[src/rtl/cpu_debug_ctrl.sv]
// Debug controller: boots the CPU, gates its clock for run/step,
// and streams pc, inst, register file and a memory window out on request.
module cpu_debug_ctrl #(
  parameter int          NREG       = 32,
  parameter int          MEM_WORDS  = 16,
  parameter logic [31:0] MEM_BASE   = 32'h0,
  parameter int          RESET_HOLD = 10
) (
  input  logic        clk,
  input  logic        reset,
  input  logic        cmd_valid,
  output logic        cmd_ready,
  input  logic [1:0]  cmd_op,
  input  logic [15:0] cmd_arg,
  output logic        cpu_resetn,
  output logic        cpu_clk_en,
  input  logic [31:0] cpu_pc,
  input  logic [31:0] cpu_inst,
  output logic [4:0]  rf_addr,
  input  logic [31:0] rf_data,
  output logic [31:0] mem_addr,
  input  logic [31:0] mem_data,
  output logic        dump_valid,
  input  logic        dump_ready,
  output logic [31:0] dump_data,
  output logic        dump_last,
  output logic [31:0] cycle_count
);

  typedef enum logic [2:0] {
    BOOT, IDLE, RUN, STEP, DUMP
  } state_e;

  localparam logic [8:0]  RF_END    = 9'(2 + NREG);
  localparam logic [8:0]  LAST_BEAT = 9'(1 + NREG + MEM_WORDS);
  localparam logic [31:0] HOLD_MAX  = 32'(RESET_HOLD - 1);

  localparam logic [1:0] OP_RUN  = 2'b00;
  localparam logic [1:0] OP_STEP = 2'b01;
  localparam logic [1:0] OP_HALT = 2'b10;
  localparam logic [1:0] OP_DUMP = 2'b11;

  state_e      state_q, state_d;
  logic [31:0] hold_q, hold_d;
  logic [15:0] step_q, step_d;
  logic [8:0]  beat_q, beat_d;
  logic        phase_q, phase_d;
  logic        resetn_q, resetn_d;
  logic        clk_en_q, clk_en_d;
  logic        ready_q, ready_d;
  logic        valid_q, valid_d;
  logic [31:0] data_q, data_d;
  logic        last_q, last_d;
  logic [4:0]  rf_addr_q, rf_addr_d;
  logic [31:0] mem_addr_q, mem_addr_d;
  logic [31:0] cycle_q, cycle_d;
  logic [31:0] mem_off;
  logic        acc;

  assign acc = cmd_valid & ready_q;

  always_comb begin
    state_d    = state_q;
    hold_d     = hold_q;
    step_d     = step_q;
    beat_d     = beat_q;
    phase_d    = phase_q;
    resetn_d   = resetn_q;
    clk_en_d   = clk_en_q;
    ready_d    = ready_q;
    valid_d    = valid_q;
    data_d     = data_q;
    last_d     = last_q;
    rf_addr_d  = '0;
    mem_addr_d = MEM_BASE;
    mem_off    = '0;
    cycle_d    = cycle_q + {31'd0, clk_en_q};

    unique case (state_q)
      BOOT: begin
        resetn_d = 1'b0;
        clk_en_d = 1'b0;
        ready_d  = 1'b0;
        hold_d   = hold_q + 32'd1;
        if (hold_q == HOLD_MAX) begin
          state_d  = IDLE;
          resetn_d = 1'b1;
          ready_d  = 1'b1;
        end
      end
      IDLE: begin
        ready_d  = 1'b1;
        clk_en_d = 1'b0;
        if (acc) begin
          if (cmd_op == OP_RUN) begin
            state_d  = RUN;
            clk_en_d = 1'b1;
          end else if (cmd_op == OP_STEP && cmd_arg != 16'd0) begin
            state_d  = STEP;
            step_d   = cmd_arg;
            clk_en_d = 1'b1;
            ready_d  = 1'b0;
          end else if (cmd_op == OP_DUMP) begin
            state_d = DUMP;
            ready_d = 1'b0;
            beat_d  = '0;
            phase_d = 1'b0;
          end
        end
      end
      RUN: begin
        if (acc && cmd_op == OP_HALT) begin
          state_d  = IDLE;
          clk_en_d = 1'b0;
        end
      end
      STEP: begin
        step_d = step_q - 16'd1;
        if (step_q == 16'd1) begin
          state_d  = IDLE;
          clk_en_d = 1'b0;
          ready_d  = 1'b1;
        end
      end
      DUMP: begin
        if (!phase_q) begin
          // address settled during the setup cycle; capture now
          phase_d = 1'b1;
          valid_d = 1'b1;
          last_d  = (beat_q == LAST_BEAT);
          if (beat_q == 9'd0)
            data_d = cpu_pc;
          else if (beat_q == 9'd1)
            data_d = cpu_inst;
          else if (beat_q < RF_END)
            data_d = rf_data;
          else
            data_d = mem_data;
        end else if (dump_ready) begin
          valid_d = 1'b0;
          last_d  = 1'b0;
          if (last_q) begin
            state_d = IDLE;
            ready_d = 1'b1;
          end else begin
            beat_d  = beat_q + 9'd1;
            phase_d = 1'b0;
          end
        end
      end
      default: state_d = BOOT;
    endcase

    if (state_d == DUMP) begin
      if (beat_d >= 9'd2 && beat_d < RF_END)
        rf_addr_d = 5'(beat_d - 9'd2);
      if (beat_d >= RF_END) begin
        mem_off    = 32'(beat_d - RF_END);
        mem_addr_d = MEM_BASE + (mem_off << 2);
      end
    end
  end

  always_ff @(posedge clk) begin
    if (reset) begin
      state_q    <= BOOT;
      hold_q     <= '0;
      step_q     <= '0;
      beat_q     <= '0;
      phase_q    <= 1'b0;
      resetn_q   <= 1'b0;
      clk_en_q   <= 1'b0;
      ready_q    <= 1'b0;
      valid_q    <= 1'b0;
      data_q     <= '0;
      last_q     <= 1'b0;
      rf_addr_q  <= '0;
      mem_addr_q <= MEM_BASE;
      cycle_q    <= '0;
    end else begin
      state_q    <= state_d;
      hold_q     <= hold_d;
      step_q     <= step_d;
      beat_q     <= beat_d;
      phase_q    <= phase_d;
      resetn_q   <= resetn_d;
      clk_en_q   <= clk_en_d;
      ready_q    <= ready_d;
      valid_q    <= valid_d;
      data_q     <= data_d;
      last_q     <= last_d;
      rf_addr_q  <= rf_addr_d;
      mem_addr_q <= mem_addr_d;
      cycle_q    <= cycle_d;
    end
  end

  assign cmd_ready   = ready_q;
  assign cpu_resetn  = resetn_q;
  assign cpu_clk_en  = clk_en_q;
  assign rf_addr     = rf_addr_q;
  assign mem_addr    = mem_addr_q;
  assign dump_valid  = valid_q;
  assign dump_data   = data_q;
  assign dump_last   = last_q;
  assign cycle_count = cycle_q;

endmodule

[config.mk]
export PLATFORM = sky130hd
export DESIGN_NAME = cpu_debug_ctrl
export DESIGN_NICKNAME = d
export VERILOG_FILES = /design/src/rtl/cpu_debug_ctrl.sv
export SDC_FILE = /design/constraint.sdc
export NUM_CORES = 1
export LEC_CHECK = 0
export ABC_AREA = 1
export BUFFER_PORTS_ARGS = -buffer_cell sky130_fd_sc_hd__buf_4
export CAP_MARGIN = 15
export CORE_ASPECT_RATIO = 0.6
export CORE_MARGIN = 4
export CORE_UTILIZATION = 53
export CTS_CLUSTER_DIAMETER = 150
export CTS_CLUSTER_SIZE = 20
export DETAILED_ROUTE_END_ITERATION = 6
export PLACE_DENSITY = 0.82
export SYNTH_ARGS = -nofsm -noshare
export SYNTH_HDL_FRONTEND = slang
export SYNTH_SLANG_ARGS = --single-unit
[constraint.sdc]
create_clock -name clk -period 2.2 [get_ports clk]
set_input_delay 0.55 -clock clk [delete_from_list [all_inputs] [get_ports clk]]
set_output_delay 0.55 -clock clk [all_outputs]
set_load 0.01 [all_outputs]
# [Word level (Yosys, flattened, before mapping)]
# Index checks and enable logic that the tools add are counted.
[totals] reg_bits=167 latchBits=0 mem_bits_rw=0 mem_bits_ro=0 inputBits=150 output_inout_bits=106 word_cells=126 memories=0
[op_classes] addsub=6 multipliers=0 div_mod_pow=0 order_cmp=4 eq_ne=23 shifts=0 mux=53 bitwise=5 reduce_logical=20
[ops] operator="$mux W32" count=3
[ops] operator="$mux W9" count=7
[ops] operator="$mux W16" count=3
[ops] operator="$add A32 B1 Y32" count=1
[ops] operator="$add A32 B1 Y32 const B" count=1
[ops] operator="$eq A32 B4 Y1 const B" count=1
[ops] operator="$pmux W16 S2" count=1
[ops] operator="$mux W3" count=10
[ops] operator="$mux W1" count=24
[ops] operator="$ne A2 B2 Y1 const B" count=11
[ops] operator="$lt A9 B6 Y1 const B" count=2
[ops] operator="$pmux W9 S2" count=1
[ops] operator="$eq A16 B1 Y1 const B" count=1
[ops] operator="$reduce_bool A16 Y1" count=1
[ops] operator="$sub A16 B1 Y16 const B" count=1
[ops] operator="$pmux W3 S5" count=1
[ops] operator="$reduce_and A5 Y1" count=2
[ops] operator="$sub A9 B6 Y10 const B" count=1
[ops] operator="$add A9 B1 Y9 const B" count=1
[ops] operator="$eq A9 B1 Y1 const B" count=1
[ops] operator="$eq A9 B6 Y1 const B" count=1
[ops] operator="$ge A9 B2 Y1 const B" count=1
[ops] operator="$ge A9 B6 Y1 const B" count=1
[ops] operator="$logic_not A9 Y1" count=1
[ops] operator="20 further kinds" count=33

# [Longest topological paths before layout]
# Gate-level depths: netlist of run 1.
[depth] depth_word=10 mapped_depth=14 ltp_nobuf=14

# [Worst setup path before layout of run 1]
# No wires, ideal clock.
[synth_path] path_type="register -> register" from="reg clk_en_q, in the netlist cpu_clk_en" to="reg cycle_q[28], in the netlist cycle_count[28]" setup_time_ns=0.058 t_arrival_ns=1.965 t_required_ns=2.142 setup_slack_ns=0.177 stages_incl_launch_ff=14 path_buffers=0 synth_period_minus_slack_ns=2.023 path_cell_list="dfxtp_1 > ha_1 > ha_1 > nand2_1 > nor2_2 > nand2_1 > nor2_4 > nand2_1 > nor2_2 > nand2_1 > nor2_4 > nand3_1 > a21oi_1 > o21a_1"
[synth_between] elab_chain_cells=1
[synth_rtl] item="start, declared" line_no="49" rtl="logic clk_en_q, clk_en_d;"
[synth_rtl] item="start signal, assigned" line_no="187" rtl="clk_en_q <= clk_en_d;"
[synth_rtl] item="$add A32 B1 Y32" line_no="77" rtl="cycle_d = cycle_q + {31'd0, clk_en_q};"
[synth_rtl] item="end signal, assigned" line_no="194" rtl="cycle_q <= cycle_d;"
[synth_rtl] item="end, declared" line_no="56" rtl="logic [31:0] cycle_q, cycle_d;"
# No other way between the ends.
# A chain may end at the register's enable or synchronous reset.

# [Final worst setup path of run 1]
[layout_path] from="reg clk_en_q, in the netlist cpu_clk_en" to="reg cycle_q[19], in the netlist cycle_count[19]"
# The elaborated chain is that of the path after synthesis.

==> impl_metrics.tcl, run 1 <==
set metrics [dict create \
    dr.pass1.iters 5 \
    worst_slack_ns 0.151 \
    syn_area_per_cell_um2 6.56 \
    pre_cts_slack_ns 0.0104 \
    layout_commonest_cell "buf_4" \
    antenna_found_initial 0 \
    globalplace.congestion 0.982 \
    end_kind "flip-flop" \
    rows 35 \
    async_flop_share_pct 0 \
    grt_pass1_wl_um 45200 \
    worstSetupPathType "flip-flop to flip-flop" \
    routed_via_density 5.58 \
    drc_errors 0 \
    critPathMaxFanout 5 \
    most-common-layout-cells "285 x buf_4, 273 x nand2_1, 152 x inv_1, 140 x dfxtp_1, 134 x a21oi_1" \
    yosys_warnings 0 \
    grt_max_degree 65 \
    wl_per_cell_um 16.0 \
    hpwl_um 20800 \
    vias 9795 \
    hold_viol_final 0 \
    synth_top_area_cell "dfxtp_1" \
    total_power_mw 6.10 \
    port_buffers 253 \
    finalCritPeriodShare_pct 93.1 \
    grt_overflow 0 \
    fin_cells 1755 \
    postSynthCellCount 1302 \
    synth_ff_type "dfxtp_1" \
    cts_tree "built" \
    cellPowerDensity_nw_per_um2 539 \
    ys_types 49 \
    rsz0062_at_grt "yes" \
    cts.clk_slew.worst_paths_ns 0.07 \
    r2r_setup_slack_ns 0.15 \
    initial_core_util_pct 54.9 \
    die_h_um 106 \
    antenna_left 0 \
    final_max_slew_viol_count 0 \
    synth_top_area_share_pct 34.0 \
    synth_area_leaders "dfxtp_1 34%, nand2_1 12%, a21oi_1 7.9%, inv_1 6.7%, nor2_1 5.5%" \
    cts_buffers 17 \
    fmax_mhz 488 \
    grt_pass1_vias 9014 \
    grtUsageTotal_pct 30.2 \
    fin_nets 1701 \
    clockRootBuffer "clkbuf_16" \
    clk_latency_ns 0.42 \
    synth_edf_count 0 \
    final.min_clock_period_ns 2.05 \
    outcome "completed" \
    diodes 0 \
    dp_cells 1722 \
    fin_worst_skew_ns 0.0129 \
    core_um2 15500 \
    maxCapViolations 0 \
    slew_headroom_pct 59.7 \
    arrival_ns 2.40 \
    final_layout_size_suffix_gt1_share_pct 25.4 \
    io_pins 256 \
    setup_viol 0 \
    die_x_um 172 \
    clockBufferDepth 2 \
    crit_required_ns 2.55 \
    ys_seq_area_share_pct 34.0 \
    synth_seq_cells 145 \
    ir_drop_mv 0.418 \
    cts.sinks 145 \
    min_path_type "primary input to flip-flop" \
    leakagePower_nw 5.04 \
    syn_area_um2 8540 \
    die-area_um2 18300 \
    worst_slew_pin_slew_ns 0.603 \
    area_growth_pct 32.6 \
    cts_max_level 4 \
    critPathLaunchType "flip-flop" \
    dr.first_iter.drc_count 1145 \
    wl_um 28000 \
]
where the power goes:
part	total, mW	switching, mW	internal (mW)
sequential	2.64	0.00652	2.63
combinational	0.366	0.150	0.216
clock	3.10	1.19	1.91
per-layer routing:
metal | vias to the layer above | track usage, % | part of all wire, %
met4 | 0 | 6.73 | 0.94
met3 | 29 | 6.69 | 9.8
met5 | - | 0 | 0
met1 | 4503 | 44.9 | 46
li1 | 4762 | - | -
met2 | 501 | 44.6 | 43
what timing repair did:
action / in CTS / in global routing
buffers inserted: 0 / 2
resized for setup: 0 / 20
hold buffers: 0 / 0
endpoints found under the setup margin: 0 / 27
final timing paths:
kind / start / endpoint / cells after the start
max reg2reg: cpu_clk_en$_SDFFE_PP0P_ / cycle_count[19]$_SDFF_PP0_ / 12
min: cpu_pc[16] / dump_data[16]$_SDFFE_PP0P_ / 3
min reg2reg: dump_valid$_SDFFE_PP0P_ / dump_valid$_SDFFE_PP0P_ / 2
max: cpu_clk_en$_SDFFE_PP0P_ / cycle_count[19]$_SDFF_PP0_ / 12
worst max-delay path, stage by stage, from the launching register on:
cell     delay, ns
dfxtp_1       0.35
ha_2          0.20
nand3_1       0.16
nor2_2        0.19
nand2_1       0.10
nor3_1        0.16
nand3_1       0.16
nor2_2        0.14
buf_4         0.14
nand2_1       0.06
inv_1         0.08
nand2_1       0.07
a21oi_1       0.17
cell type report:
class | count | area [µm²]
repair buffers | 286 | 2160
multi-input cells | 928 | 4760
flip-flops and latches | 145 | 2910
fillers | 1250 | 4230
clock buffers | 17 | 425
well taps | 203 | 254
inverters | 162 | 611
clock inverters | 14 | 203
synthesized netlist by cell type (2+ instances only):
library cell and instances:
o21a_1 8, inv_1 153, a21oi_2 3, nor4_1 9, nand2_2 7, inv_2 7
o31ai_1 2, dfxtp_1 145, nand3_1 91, a211oi_1 3, nand2_4 4, xnor2_1 2
nor2_2 10, nor2_4 9, nor3_2 2, clkbuf_1 41, nor2_1 125, nand2_1 276
o211ai_1 33, buf_2 2, buf_4 22, a31oi_1 2, xor2_1 13, nor3b_1 5
o21ai_0 81, nor3_1 44, nand3_2 5, or3_1 2, buf_1 3, o21bai_1 2
nand4_1 28, ha_1 11, a21oi_1 134, or2_2 3
through the flow:
stage	area, µm²	TNS [ns]	utilization [%]	hold slack, ns
after global routing	11300	-0.172	72.8	0.423
after detailed placement	10600	0	68.4	0.460
after CTS	11300	0	72.4	0.414
final	11300	0	72.8	0.418
after floorplan	8540	0	-	0.445
after global placement	10600	0	68.4	0.453
registers in the layout, indices dropped and copies added (netlist names), 3 cells and up:
name	cells
cycle_count	32
dump_data	32
hold_q	32
step_q	16
mem_addr	10
beat_q	9
rf_addr	5
state_q	3
logic make-up after synthesis:
kind of cell             synth area share, %
AND/OR/NAND/NOR                         33.2
AO/OA/AOI/OAI                           18.4
buffers and inverters                   11.1
flip-flops                              34.0
XOR/XNOR                                1.54
adder cells (fa/ha/maj)                 1.61
other                                 0.0439
multiplexers                           0.117
Power figures use the tool's default switching activity.
==> run 2: changes to the inputs <==
--- a/config.mk
+++ b/config.mk
@@ -15,6 +15,7 @@
 export CTS_CLUSTER_SIZE = 20
 export DETAILED_ROUTE_END_ITERATION = 6
 export PLACE_DENSITY = 0.82
+export REMOVE_ABC_BUFFERS = 1
 export SYNTH_ARGS = -nofsm -noshare
 export SYNTH_HDL_FRONTEND = slang
 export SYNTH_SLANG_ARGS = --single-unit
==> run 2 against run 1 <==
Non-clock buffer count rose by 20. Largest power group unchanged. Fmax up 0.80%. Worst hold slack got worse by 0.0077 ns. Highest routed layer unchanged. Cell area rose by 1.4%.
==> impl_metrics.tcl, run 2 (synthesis gave the netlist of run 1 again) <==
set metrics [dict create \
    leakagePower_nw 5.14 \
    fmax_mhz 492 \
    core_um2 15500 \
    hold_viol_final 0 \
    initial_core_util_pct 54.9 \
    grt_overflow 0 \
    cts.sinks 145 \
    grt_max_degree 47 \
    final_util_pct 73.8 \
    whs_ns 0.410 \
    cts_buffers 17 \
    die_x_um 172 \
    globalplace.congestion 0.936 \
    most-common-layout-cells "304 x buf_4, 272 x nand2_1, 152 x inv_1, 141 x dfxtp_1, 133 x a21oi_1" \
    die-area_um2 18300 \
    cts.clk_slew.worst_paths_ns 0.07 \
    finalCritPeriodShare_pct 92.4 \
    fin_area_um2 11500 \
    cts_tree "built" \
    fin_worst_skew_ns 0.0179 \
    clockRootBuffer "clkbuf_16" \
    wl_per_cell_um 16.0 \
    port_buffers 253 \
    vias 9901 \
    routed_via_density 5.57 \
    final.min_clock_period_ns 2.03 \
    dr.pass1.iters 6 \
    fin_nets 1721 \
    worstSetupPathType "flip-flop to flip-flop" \
    arrival_ns 2.40 \
    total_power_mw 5.96 \
    min_path_type "primary input to flip-flop" \
    outcome "completed" \
    critPathMaxFanout 3 \
    worst_slack_ns 0.167 \
    rsz0062_at_grt "yes" \
    wl_um 28400 \
    rows 35 \
    pre_cts_slack_ns 0.0139 \
    placed_cell_area_um2 10800 \
    crit_required_ns 2.57 \
    dr.first_iter.drc_count 1211 \
    ir_drop_mv 0.581 \
    area_growth_pct 34.4 \
    final_max_slew_viol_count 0 \
    end_kind "flip-flop" \
    maxCapViolations 0 \
    worst_slew_pin_slew_ns 0.640 \
    cellPowerDensity_nw_per_um2 519 \
    grt_pass1_vias 9199 \
    nFillCells 1238 \
    critPathLaunchType "flip-flop" \
    hpwl_um 21400 \
    setup_viol 0 \
    layout_commonest_cell "buf_4" \
    clockBufferDepth 2 \
    antenna_found_initial 0 \
    io_pins 256 \
    drc_errors 0 \
    grt_pass1_wl_um 46100 \
    antenna_left 0 \
    slew_headroom_pct 57.2 \
    final_layout_size_suffix_gt1_share_pct 26.3 \
    die_h_um 106 \
    clk_latency_ns 0.43 \
    cts_max_level 4 \
    grtUsageTotal_pct 30.8 \
]
==> run 2: cell types whose count changed in the layout (fill, tap and decap cells not counted), sizes merged <==
cell | before | now
diode | 0 | 1
buf | 286 | 306
clkinvlp | 0 | 1
bufinv | 4 | 0
inv | 164 | 168
==> run 2: final timing paths <==
| path | startpoint | to | slack [ns] | depth (start not counted) |
|---|---|---|---|---|
| max | cpu_clk_en$_SDFFE_PP0P_ | cycle_count[28]$_SDFF_PP0_ | 0.17 | 13 |
| min | cpu_pc[19] | dump_data[19]$_SDFFE_PP0P_ | 0.41 | 3 |
| min reg2reg | dump_valid$_SDFFE_PP0P_ | dump_valid$_SDFFE_PP0P_ | 0.47 | 2 |
| max reg2reg | cpu_clk_en$_SDFFE_PP0P_ | cycle_count[28]$_SDFF_PP0_ | 0.17 | 13 |
==> run 2: cell type report <==
cell class              instances  area (µm²)  share of cell area, %
multi-input cells             928        4770                   41.6
flip-flops and latches        145        2910                   25.3
repair buffers                306        2320                   20.2
inverters                     162         611                   5.32
clock buffers                  17         425                   3.71
well taps                     203         254                   2.21
clock inverters                15         185                   1.61
diodes                          1        2.50                 0.0218
==> run 2: timing repair <==
action / CTS / global route
hold endpoints to repair: 0 / 0
buffers inserted: 2 / 3
pin swaps: 2 / 5
endpoints found under the setup margin: 2 / 26
hold buffers: 0 / 0
resized for setup: 1 / 20
==> run 2: critical path, stage by stage (launching register included) <==
cell	delay, ns
dfxtp_1	0.34
ha_2	0.20
ha_2	0.19
nand2_1	0.10
nor2_2	0.14
nand2_2	0.10
nor2_4	0.10
nand2_2	0.08
nor2_4	0.13
nand2_2	0.09
nor2_4	0.13
nand3_1	0.10
a21oi_1	0.14
o21a_1	0.14
==> run 2: stage by stage <==
stage | instances | TNS [ns]
final | 1777 | 0
after global routing | 1776 | -0.105
after CTS | 1773 | 0
after detailed placement | 1739 | 0
after global placement | 1739 | 0
after floorplan | 1235 | -48.72
==> run 2: where the power goes <==
part	total, mW	leakage (nW)	switching (mW)	internal (mW)
Clock	2.96	0.295	1.41	1.55
Sequential	2.63	1.17	0.00610	2.63
Combinational	0.366	3.68	0.149	0.217
==> run 2: per-layer routing <==
| metal | global-route usage (%) | share of wire [%] |
|---|---|---|
| met5 | 0 | 0 |
| met4 | 7.68 | 1.7 |
| met3 | 5.69 | 9.4 |
| met2 | 46.2 | 43 |
| met1 | 45.5 | 46 |
==> run 3: changes to the inputs <==
--- a/config.mk
+++ b/config.mk
@@ -10,11 +10,12 @@
 export CAP_MARGIN = 15
 export CORE_ASPECT_RATIO = 0.6
 export CORE_MARGIN = 4
-export CORE_UTILIZATION = 53
+export CORE_UTILIZATION = 54
+export CTS_BUF_LIST = sky130_fd_sc_hd__clkbuf_4
 export CTS_CLUSTER_DIAMETER = 150
 export CTS_CLUSTER_SIZE = 20
 export DETAILED_ROUTE_END_ITERATION = 6
-export PLACE_DENSITY = 0.82
+export PLACE_DENSITY = 0.83
 export REMOVE_ABC_BUFFERS = 1
 export SYNTH_ARGS = -nofsm -noshare
 export SYNTH_HDL_FRONTEND = slang
==> run 3 against run 2 <==
Combinational power down 1%. Non-clock buffer count fell by 14. Clock power is 35% lower. Setup slack got worse by 0.027 ns. Sequential power is essentially flat. Largest cell class unchanged.
==> impl_metrics.tcl, run 3 (synthesis gave the netlist of run 1 again) <==
set metrics [dict create \
    cts_tree "built" \
    clockBufferDepth 2 \
    routed_via_density 5.48 \
    hold_depth 3 \
    port_buffers 253 \
    final.min_clock_period_ns 2.06 \
    min_path_type "primary input to flip-flop" \
    rr_worst_depth 13 \
    setup_viol 0 \
    die_h_um 105 \
    leakagePower_nw 4.93 \
    arrival_ns 2.59 \
    worst_slew_pin_slew_ns 0.559 \
    initial_core_util_pct 55.4 \
    outcome "completed" \
    cpPeakStageDelay_ns 0.36 \
    r2r_setup_slack_ns 0.14 \
    hold_viol_final 0 \
    antenna_left 0 \
    most-common-layout-cells "291 x buf_4, 273 x nand2_1, 152 x inv_1, 139 x dfxtp_1, 134 x a21oi_1" \
    io_pins 256 \
    final_util_pct 71.8 \
    hp-start "cpu_pc[14]" \
    fin_area_um2 11100 \
    maxCapViolations 0 \
    critPathLaunchType "flip-flop" \
    die_x_um 170 \
    multi_input_area_um2 4780 \
    whs_ns 0.260 \
    cellPowerDensity_nw_per_um2 445 \
    cts.clk_slew.worst_paths_ns 0.16 \
    cts.sinks 145 \
    wl_um 27200 \
    grt_max_degree 65 \
    dr.first_iter.drc_count 1111 \
    grtUsageTotal_pct 29.0 \
    rows 35 \
    area_growth_pct 29.7 \
    final_max_slew_viol_count 0 \
    grt_overflow 0 \
    dr.pass1.iters 5 \
    grt_pass1_vias 8681 \
    nFillCells 1330 \
    cts_buffers 17 \
    clk_latency_ns 0.57 \
    regArea_um2 2910 \
    crit_path_top_delay_cell "dfxtp_2" \
    min_to "dump_data[14]$_SDFFE_PP0P_" \
    fin_worst_skew_ns 0.0278 \
    total_power_mw 4.92 \
    fin_nets 1707 \
    die-area_um2 18000 \
    worstReg2RegStart "cpu_clk_en$_SDFFE_PP0P_" \
    placed_cell_area_um2 10700 \
    hpwl_um 20700 \
    vias 9659 \
    cp_cell_sequence "ha_2 > ha_2 > nand2_1 > nor2_2 > nand2_2 > nor2_4 > nand2_2 > nor2_4 > nand2_2 > nor2_4 > nand3_1 > a21oi_1 > o21a_1" \
    ir_drop_mv 0.296 \
    antenna_found_initial 2 \
    crit_required_ns 2.73 \
    final_layout_size_suffix_gt1_share_pct 25.8 \
    r2r-end "cycle_count[28]$_SDFF_PP0_" \
    clockRootBuffer "clkbuf_4" \
    layout_commonest_cell "buf_4" \
    globalplace.congestion 0.939 \
    end_kind "flip-flop" \
    grt_pass1_wl_um 43300 \
    cts_max_level 4 \
    critPathMaxFanout 4 \
    worstSetupPathType "flip-flop to flip-flop" \
    fmax_mhz 485 \
    core_um2 15400 \
    finalCritPeriodShare_pct 93.6 \
    drc_errors 0 \
    slew_headroom_pct 62.5 \
    cts_hold_buf 0 \
    wl_per_cell_um 15.4 \
]
## run 3: how the worst max path moves through the flow
stage | cells after the start | to | from
after floorplan | 6 | dump_data[0]$_SDFFE_PP0P_ | beat_q[6]$_SDFF_PP0_
after global placement | 13 | rf_addr[0]$_SDFF_PP0_ | cmd_valid
after detailed placement | 12 | cycle_count[31]$_SDFF_PP0_ | cpu_clk_en$_SDFFE_PP0P_
after CTS | 12 | cycle_count[31]$_SDFF_PP0_ | cpu_clk_en$_SDFFE_PP0P_
after global routing | 13 | cycle_count[26]$_SDFF_PP0_ | cpu_clk_en$_SDFFE_PP0P_
final | 13 | cycle_count[28]$_SDFF_PP0_ | cpu_clk_en$_SDFFE_PP0P_
## run 3: final cells by class
class / count / share of cell area (%)
Sequential cell: 145 / 26.3
Tap cell: 203 / 2.29
Multi-Input combinational cell: 928 / 43.1
Antenna cell: 1 / 0.0226
Clock buffer: 17 / 1.15
Clock inverter: 15 / 1.68
Timing Repair Buffer: 292 / 19.9
Inverter: 162 / 5.51
## run 3: where the power goes
group          switching, mW  internal (mW)  total, mW
clock                   1.19          0.734       1.92
sequential           0.00527           2.63       2.64
combinational          0.147          0.215      0.362
total                   1.34           3.58       4.92
## run 3: timing repair
action | CTS | global route
pin swaps | 0 | 5
setup buffers | 0 | 4
endpoints found under the setup margin | 3 | 43
gates resized for setup | 2 | 22
endpoints found under the hold margin | 0 | 0
## run 3: per-layer routing
layer	GRT usage, %	part of all wire (%)	wire length [µm]	vias to the layer above
met2	42.5	43	11700	432
met5	0	0.026	7	-
met3	4.91	8.2	2230	49
met1	44.3	47	12800	4404
li1	-	-	-	4772
met4	6.32	1.7	454	2
## run 3: worst max-delay path, delay by kind of cell, from the launching register on
family / cells / cell delay [ns]
flip-flops: 1 / 0.36
AND/OR/NAND/NOR: 9 / 1.01
adder cells (fa/ha/maj): 2 / 0.39
AO/OA/AOI/OAI: 2 / 0.27
## run 3: per-stage QoR
stage          setup WS, ns  cells  setup TNS (ns)
5_1_grt            -0.00988   1763        -0.00988
4_1_cts             0.00471   1758               0
2_1_floorplan         -1.50   1235          -48.72
6_report              0.140   1763               0
3_5_place_dp         -0.135   1726          -0.341
3_3_place_gp         0.0518   1726               0
